### config.mk
export PLATFORM = sky130hd
export DESIGN_NAME = pdecoder_3to8_seq
export DESIGN_NICKNAME = d
export VERILOG_FILES = /design/src/rtl/pdecoder_3to8_seq.sv
export SDC_FILE = /design/constraint.sdc
export NUM_CORES = 1
export LEC_CHECK = 0
export ABC_AREA = 0
export CELL_PAD_IN_SITES_DETAIL_PLACEMENT = 0
export CELL_PAD_IN_SITES_GLOBAL_PLACEMENT = 2
export CORE_ASPECT_RATIO = 0.5
export CORE_MARGIN = 1.5
export CORE_UTILIZATION = 35
export CTS_CLUSTER_DIAMETER = 200
export DETAILED_ROUTE_END_ITERATION = 10
export PLACE_DENSITY = 0.93
export REMOVE_ABC_BUFFERS = 1
export SLEW_MARGIN = 40
export SYNTH_ARGS = -nofsm -noshare
export SYNTH_HDL_FRONTEND = slang
export SYNTH_SLANG_ARGS = --single-unit
### constraint.sdc
create_clock -name clk -period 5.2 [get_ports clk]
set_input_delay 1.04 -clock clk [delete_from_list [all_inputs] [get_ports clk]]
set_output_delay 1.04 -clock clk [all_outputs]
set_load 0.05 [all_outputs]
### src/rtl/pdecoder_3to8_seq.sv
// Sequenced 3-to-8 decoder: each accepted index is shown one-hot on D for
// HOLD_CYCLES cycles, then D is forced to zero for GAP_CYCLES cycles.
// Optional sticky per-index "seen" flags are enabled by defining PDECODER_SEEN_EN.
module pdecoder_3to8_seq #(
    parameter int HOLD_CYCLES = 4,
    parameter int GAP_CYCLES  = 1
) (
    input  logic       clk,
    input  logic       rst_n,
    input  logic [2:0] Y,
    input  logic       y_valid,
    output logic       y_ready,
    output logic [7:0] D,
    output logic       d_active,
    output logic       busy
`ifdef PDECODER_SEEN_EN
    ,
    input  logic       clr_seen,
    output logic [7:0] seen
`endif
);

    typedef enum logic [1:0] {
        IDLE  = 2'd0,
        DRIVE = 2'd1,
        GAP   = 2'd2
    } state_e;

    // Counters hold "cycles remaining minus one" so zero means last cycle.
    localparam logic [7:0] HOLD_LOAD = 8'(HOLD_CYCLES - 1);
    localparam logic [7:0] GAP_LOAD  = (GAP_CYCLES > 0) ? 8'(GAP_CYCLES - 1) : 8'd0;

    state_e     state_q;
    logic [7:0] cnt_q;
    logic [7:0] d_q;
    logic       act_q;
    logic [7:0] dec;
    logic       accept;

    assign dec      = 8'd1 << Y;
    assign y_ready  = (state_q == IDLE);
    assign busy     = ~y_ready;
    assign accept   = y_valid & y_ready;
    assign D        = d_q;
    assign d_active = act_q;

    always_ff @(posedge clk or negedge rst_n) begin
        if (!rst_n) begin
            state_q <= IDLE;
            cnt_q   <= 8'd0;
            d_q     <= 8'h00;
            act_q   <= 1'b0;
        end else begin
            case (state_q)
                IDLE: begin
                    if (accept) begin
                        state_q <= DRIVE;
                        cnt_q   <= HOLD_LOAD;
                        d_q     <= dec;
                        act_q   <= 1'b1;
                    end
                end
                DRIVE: begin
                    if (cnt_q != 8'd0) begin
                        cnt_q <= cnt_q - 8'd1;
                    end else begin
                        d_q   <= 8'h00;
                        act_q <= 1'b0;
                        if (GAP_CYCLES > 0) begin
                            state_q <= GAP;
                            cnt_q   <= GAP_LOAD;
                        end else begin
                            state_q <= IDLE;
                            cnt_q   <= 8'd0;
                        end
                    end
                end
                GAP: begin
                    if (cnt_q != 8'd0) begin
                        cnt_q <= cnt_q - 8'd1;
                    end else begin
                        state_q <= IDLE;
                    end
                end
                default: begin
                    state_q <= IDLE;
                    cnt_q   <= 8'd0;
                    d_q     <= 8'h00;
                    act_q   <= 1'b0;
                end
            endcase
        end
    end

`ifdef PDECODER_SEEN_EN
    logic [7:0] seen_q;

    // A new acceptance survives a simultaneous clear.
    always_ff @(posedge clk or negedge rst_n) begin
        if (!rst_n) begin
            seen_q <= 8'h00;
        end else begin
            seen_q <= (clr_seen ? 8'h00 : seen_q) | (accept ? dec : 8'h00);
        end
    end

    assign seen = seen_q;
`endif

endmodule

==> impl_results.md, run 1 <==
- Status: finished clean
- Gr usage total: 0.1533
- Post-synth EDFFs: 0
- CP max-delay cell: clkdlybuf4s50_1
- Placer Congestion: ~0.77
- Critical Path End Type: output port
- Share of layout cells above drive strength 1: 0.09244
- Pwr per Cell Area: around 630 mW/mm²
- CTS buffer count: 3
- R2R Path End: D[2]
- Syn Area/Cell: approximately 10 µm²
- Overflow after GRT: 0
- Critical R2R Launch: cnt_q[0]
- Max-slew violations: 0
- Largest delay share family, worst path: buffers and inverters
- WL per Instance: ~14 µm
- CP cell instances: nor2_1, clkdlybuf4s50_1
- Max Fclk: between 300 and 400 MHz
- Nets: approximately 130
- CP startpoint kind: flop
- CP max FO: 14
- Resized cells post-CTS: 0
- Core Area: about 0.0027 mm²
- Hold Crit Class: flop to flop
- Post-layout util: 0.4712
- Worst Path Required: 4.16 ns
- Hold Path Depth: 1
- Via count: 887
- Unrepaired setup endpoints after global routing: false
- Number of max-cap violations: 0
- CTS Buffer Depth: 2
- Synth Register Bits: 19
- Antenna-violating nets left: 0
- Final min period: between 3 and 4 ns
- R2r setup slk: between 3 and 4 ns
- Synth top cells by count: dfrtp_1 (19), nor2_1 (9), inv_1 (7)
- Clk slew on worst S/H paths: ~0.07 ns
- Fin worst setup slack: around 2.1 ns
- HPWL after DPL: between 1.5 and 2 mm
- IO buf count: 16
- Hold_buf cts: 0
- Top FF cell, synth: dfrtp_1
- Num rows: 13
- Detailed Route WL: 2.261 mm
- Post-Syn Area: roughly 0.0011 mm²
- First-pass iteration count of the detailed router: 4
- Post-synth cell types: 42
- Measured slew at the worst slew-check pin: 0.6271 ns
- Final period util: 0.5888
- Ys async rst share: 1.000
- Dpl ws: between 2 and 2.5 ns
- Initial antenna violation count: 0
- Filler instances: 270
- P_leak: a little over 0.5 nW
- Starting Density: 0.3883
- Number of synthesis warnings: 0
- Setup violators final: 0
- Full die area: between 0.003 and 0.004 mm²
- Setup TNS: 0 ns
- WS Path Type: flop to output port
- Drc violations: 0
- Ant. Diodes: 0
- Hold slack final: around 0.49 ns
- Post-Syn Instances: ~100
- WHS Endpoint: D[7]
- First-pass GRT wire length: about 4.0 mm
- FF-to-FF path depth: 6
- Die height: between 40 and 50 µm
- Buf/Inv on CP: 1
- Setup bufs post-CTS: 0
- DRC marker count from the first detailed-route iteration: 40
- CTS root buf: clkbuf_8
- Clock sinks: 19
- Max VDD drop: about 0.00020 V
- DR vias/cell: roughly 5.7
- Count leader, synth: dfrtp_1
- Worst EP arrival: 2.02 ns
- CTS tree: yes
- Clk Latency, worst-skew pair: 0.27 ns
- Vias in the first global route: 837
- Max_slew headroom: 0.5711
- Largest net degree at the start of global routing: 20
- CP max stage delay: around 0.87 ns
- Post-synthesis sequential area ratio: 0.4481
- Largest cells by area after synthesis: dfrtp_1 (45%), a22o_1 (5.0%), nor4_4 (4.0%)
- Top cell type by total area after synthesis: dfrtp_1
- Worst Hold Launch: D[7]
- Placed Area: 0.001241 mm²
- CTS H-tree lvls: 1
- Die X: between 80 and 90 µm
- I/O Pins: 17
- Finished layout cell area: about 0.0013 mm²
- Layout area overhead: 21.34%
- Hold Violations, Final: 0
- Clock Skew: approximately 0.004 ns
- Synth top area share: 0.4481
==> worst max-delay path by stage <==
stage,startpoint,endpoint,cells after the start
after floorplan,state_q[0],busy,2
after global routing,state_q[0],y_ready,2
after detailed placement,y_valid,cnt_q[7],5
after CTS,state_q[0],y_ready,2
after global placement,state_q[0],y_ready,2
final,state_q[0],y_ready,2
==> stage by stage <==
step	total power, mW	std cells
floorplan	0.5822	99
global placement	0.7002	152
detailed placement	0.7034	152
CTS	0.8122	156
global route	0.8718	156
finish	0.8061	156
==> layout by cell type, fill, tap and decap left out, types with 3 or more instances in the layout <==
cell and n:
dfrtp_1 19, clkdlybuf4s50_1 15, nor2_1 9, inv_1 7
a22o_1 6, a21oi_1 4, o21ai_0 4, nor3b_1 3
o32ai_1 3, o21ai_1 3, nor2b_1 3, nand2_1 3
clkbuf_8 3
==> metal layers <==
layer / GRT usage / routed length, µm / share of wire
met5: 0 / 0 / 0
met4: 0.04483 / 25 / 0.011
met3: 0.05055 / 143 / 0.063
met2: 0.2150 / 980 / 0.43
met1: 0.2213 / 1111 / 0.49
==> report_power, final <==
part	switching [mW]	total, mW	internal (mW)
clock network	0.0529	0.106	0.0535
registers	0.0663	0.262	0.196
logic	0.263	0.437	0.174
==> flip-flops by register name, summed over array words and instances, names as in the netlist <==
register	cells
state_q	2
d_active	1
cnt_q	8
D	8
==> cell type report <==
cell class	instances	area, µm²	share of cell area
clock buffer	3	41.29	0.03207
clock inverter	1	5.005	0.003887
inverter	7	26.28	0.02041
multi-input combinational	73	538.0	0.4179
sequential	19	475.5	0.3693
tap	37	46.29	0.03596
timing repair buffer	16	155.1	0.1205
==> kinds of logic (layout without fill, tap and decap cells) <==
kind of cell    after synthesis  count (layout)  share of synthesized area
flops                        19              19                     0.4481
simple gates                 33              33                     0.2123
compound gates               36              36                     0.2547
fa+ha+maj                     2               2                    0.02358
buf+inv                      10              27                    0.04482
xor+xnor                      2               2                    0.01651
(Power assumes the default switching activity.)
==> inputs of run 2 (changes only) <==
Settings changed: CORE_UTILIZATION 35 to 30, PLACE_DENSITY 0.93 to 0.86.
Clock period 5.2 ns to 2.6 ns, I/O delays scaled along.
==> run 2 against run 1 <==
Compared with the run above: via count fell by 0.45%; register-to-register slack got worse by 2.6 ns; die area rose by 16%; largest cell class unchanged.
==> impl_results.md, run 2 (synthesis gave the netlist of run 1 again) <==
- DRC marker count from the first detailed-route iteration: 41 (+2.5%)
- Antenna-violating nets left: 0 (unchanged)
- Most frequent cells in the layout: dfrtp_1 (19), clkdlybuf4s50_1 (16), nor2_1 (9)
- Hold Violations, Final: 0 (unchanged)
- Die height: 45.05 µm (+7.4%)
- Core Area: 0.003416 mm² (+25%)
- I/O Pins: 17 (unchanged)
- Max_slew headroom: 0.5227 (-0.04838)
- First-pass iteration count of the detailed router: 4 (unchanged)
- Setup violators final: 0 (unchanged)
- Overflow after GRT: 0 (unchanged)
- Finished layout cell area: 0.001333 mm² (+3.5%)
- Vias in the first global route: 830 (-0.84%)
- Num rows: 15 (+2)
- Gr usage total: 0.1317 (-0.02157)
- Via count: 883 (-0.45%)
- Hold Crit Class: flop to flop
- Net switching power: 778.9 µW (+100%)
- Resized cells post-CTS: 0 (unchanged)
- CTS buffer count: 3 (unchanged)
- Measured slew at the worst slew-check pin: 0.6979 ns (+0.07074 ns)
- Fin worst setup slack: 0.1428 ns (-1.995 ns)
- CP startpoint kind: flop
- Detailed Route WL: 2.366 mm (+4.6%)
- Number of max-cap violations: 0 (unchanged)
- Max Fclk: between 400 and 500 MHz
- CTS H-tree lvls: 1 (unchanged)
- First-pass GRT wire length: 3.926 mm (-0.86%)
- P_int: 856.2 µW (+100%)
- Max-slew violations: 0 (unchanged)
- Placed Area: 0.001286 mm² (+3.6%)
- Clk Latency, worst-skew pair: 0.26 ns (about the same)
- Unrepaired setup endpoints after global routing: false
- Max VDD drop: 0.0002783 V (+38%)
- Full die area: 0.003924 mm² (+16%)
- Clock sinks: 19 (unchanged)
- WL per Instance: 13.68 µm (-5.6%)
- Worst Path Required: 2.08 ns (-2.08 ns)
- Hold_buf cts: 0 (unchanged)
- Placer Congestion: 0.7896 (+2.2%)
- Starting Density: 0.3106 (-0.07766)
- Clock share of power: 0.132 (about the same)
- Status: finished clean
- Initial antenna violation count: 0 (unchanged)
- Drc violations: 0 (unchanged)
- Comb pwr share: 0.560 (+0.018)
- CTS tree: yes
- CTS Buffer Depth: 2 (unchanged)
- Die X: 87.11 µm (+7.7%)
- Dpl ws: 0.4334 ns (-1.967 ns)
- Register share of total power: 0.308 (-0.018)
- P_leak: 0.5332 nW (+2.7%)
- Critical Path End Type: output port
- Setup TNS: 0 ns (unchanged)
- Pwr per Cell Area: 1227 mW/mm² (+96%)
- Final period util: 0.9451
- Clk slew on worst S/H paths: 0.08 ns (about the same)
- Share of layout cells above drive strength 1: 0.1066 (+0.01412)
- DR vias/cell: 5.104 (-10%)
- Setup bufs post-CTS: 0 (unchanged)
- Nets: 131 (+2.3%)
- IO buf count: 16 (unchanged)
- CP max FO: 11 (-3)
- Largest net degree at the start of global routing: 20 (unchanged)
- Layout area overhead: 25.59%
- Commonest non-fill, non-tap cell in the layout: dfrtp_1
- Final min period: about 2.5 ns
- WS Path Type: flop to output port
- CTS root buf: clkbuf_8
- Worst EP arrival: 1.94 ns (-0.08 ns)
- HPWL after DPL: 1.754 mm (+2.5%)
- Clock Skew: 0.002242 ns (-0.001718 ns)
- Switch share: 0.4763 (+0.001621)
- Ant. Diodes: 0 (unchanged)
==> run 2: cell count changes in the layout (fill, tap and decap cells not counted) <==
cell and delta:
clkdlybuf4s50_1 +1, buf_4 +3, buf_2 -1
==> run 2: cell type report <==
cell class / instances / area, µm²
Sequential cell: 19 / 475.5
Clock inverter: 1 / 5.005
Fill cell: 341 / 2083
Timing Repair Buffer: 19 / 182.7
Tap cell: 51 / 63.81
Multi-Input combinational cell: 73 / 538.0
Clock buffer: 3 / 41.29
Inverter: 7 / 26.28
==> run 2: critical path, stage by stage (launching register included) <==
cell,delay [ns]
dfrtp_1,0.50
nor2_1,0.30
clkdlybuf4s50_1,0.87
==> run 2: metrics by stage <==
| step | std cells | util | total power, mW | hold slack (ns) |
|---|---|---|---|---|
| after floorplan | 99 | - | 1.164 | 0.2244 |
| after global placement | 169 | 0.3766 | 1.417 | 0.4828 |
| after detailed placement | 169 | 0.3766 | 1.417 | 0.4928 |
| after CTS | 173 | 0.3901 | 1.641 | 0.5101 |
| after global routing | 173 | 0.3901 | 1.748 | 0.5256 |
| final | 173 | 0.3901 | 1.635 | 0.5086 |
==> run 2: metal layers <==
metal  wire [µm]  track usage  vias to the layer above
li1            -            -                      432
met1        1194       0.1823                      430
met2        1065       0.2124                       18
met3          94      0.03291                        3
met4          12      0.02857                        0
met5           0            0                        -
==> run 2: final timing paths <==
check                           start       end  slack, ns  cells past startpoint
min                              D[7]      D[7]       0.51                      1
max in group asynchronous       rst_n      D[1]       1.81                      2
max                        state_q[1]   y_ready       0.14                      2
min reg2reg                      D[7]      D[7]       0.51                      1
min in group asynchronous       rst_n  cnt_q[0]       0.58                      2
max reg2reg                  cnt_q[0]      D[1]       0.53                      6
==> run 2: power groups by stage <==
stage / clock, mW / combinational, mW / sequential, mW
finish: 0.216 / 0.915 / 0.504
global route: 0.232 / 0.999 / 0.518
CTS: 0.220 / 0.918 / 0.503
detailed placement: 0 / 0.908 / 0.509
global placement: 0 / 0.912 / 0.505
floorplan: 0 / 0.548 / 0.616
==> inputs of run 3 (changes only) <==
Settings changed: CTS_CLUSTER_DIAMETER 200 to 40, CTS_CLUSTER_SIZE from default to 30.
==> results of run 3 <==
No change in the layout: final DEF, timing and power equal those of run 2.
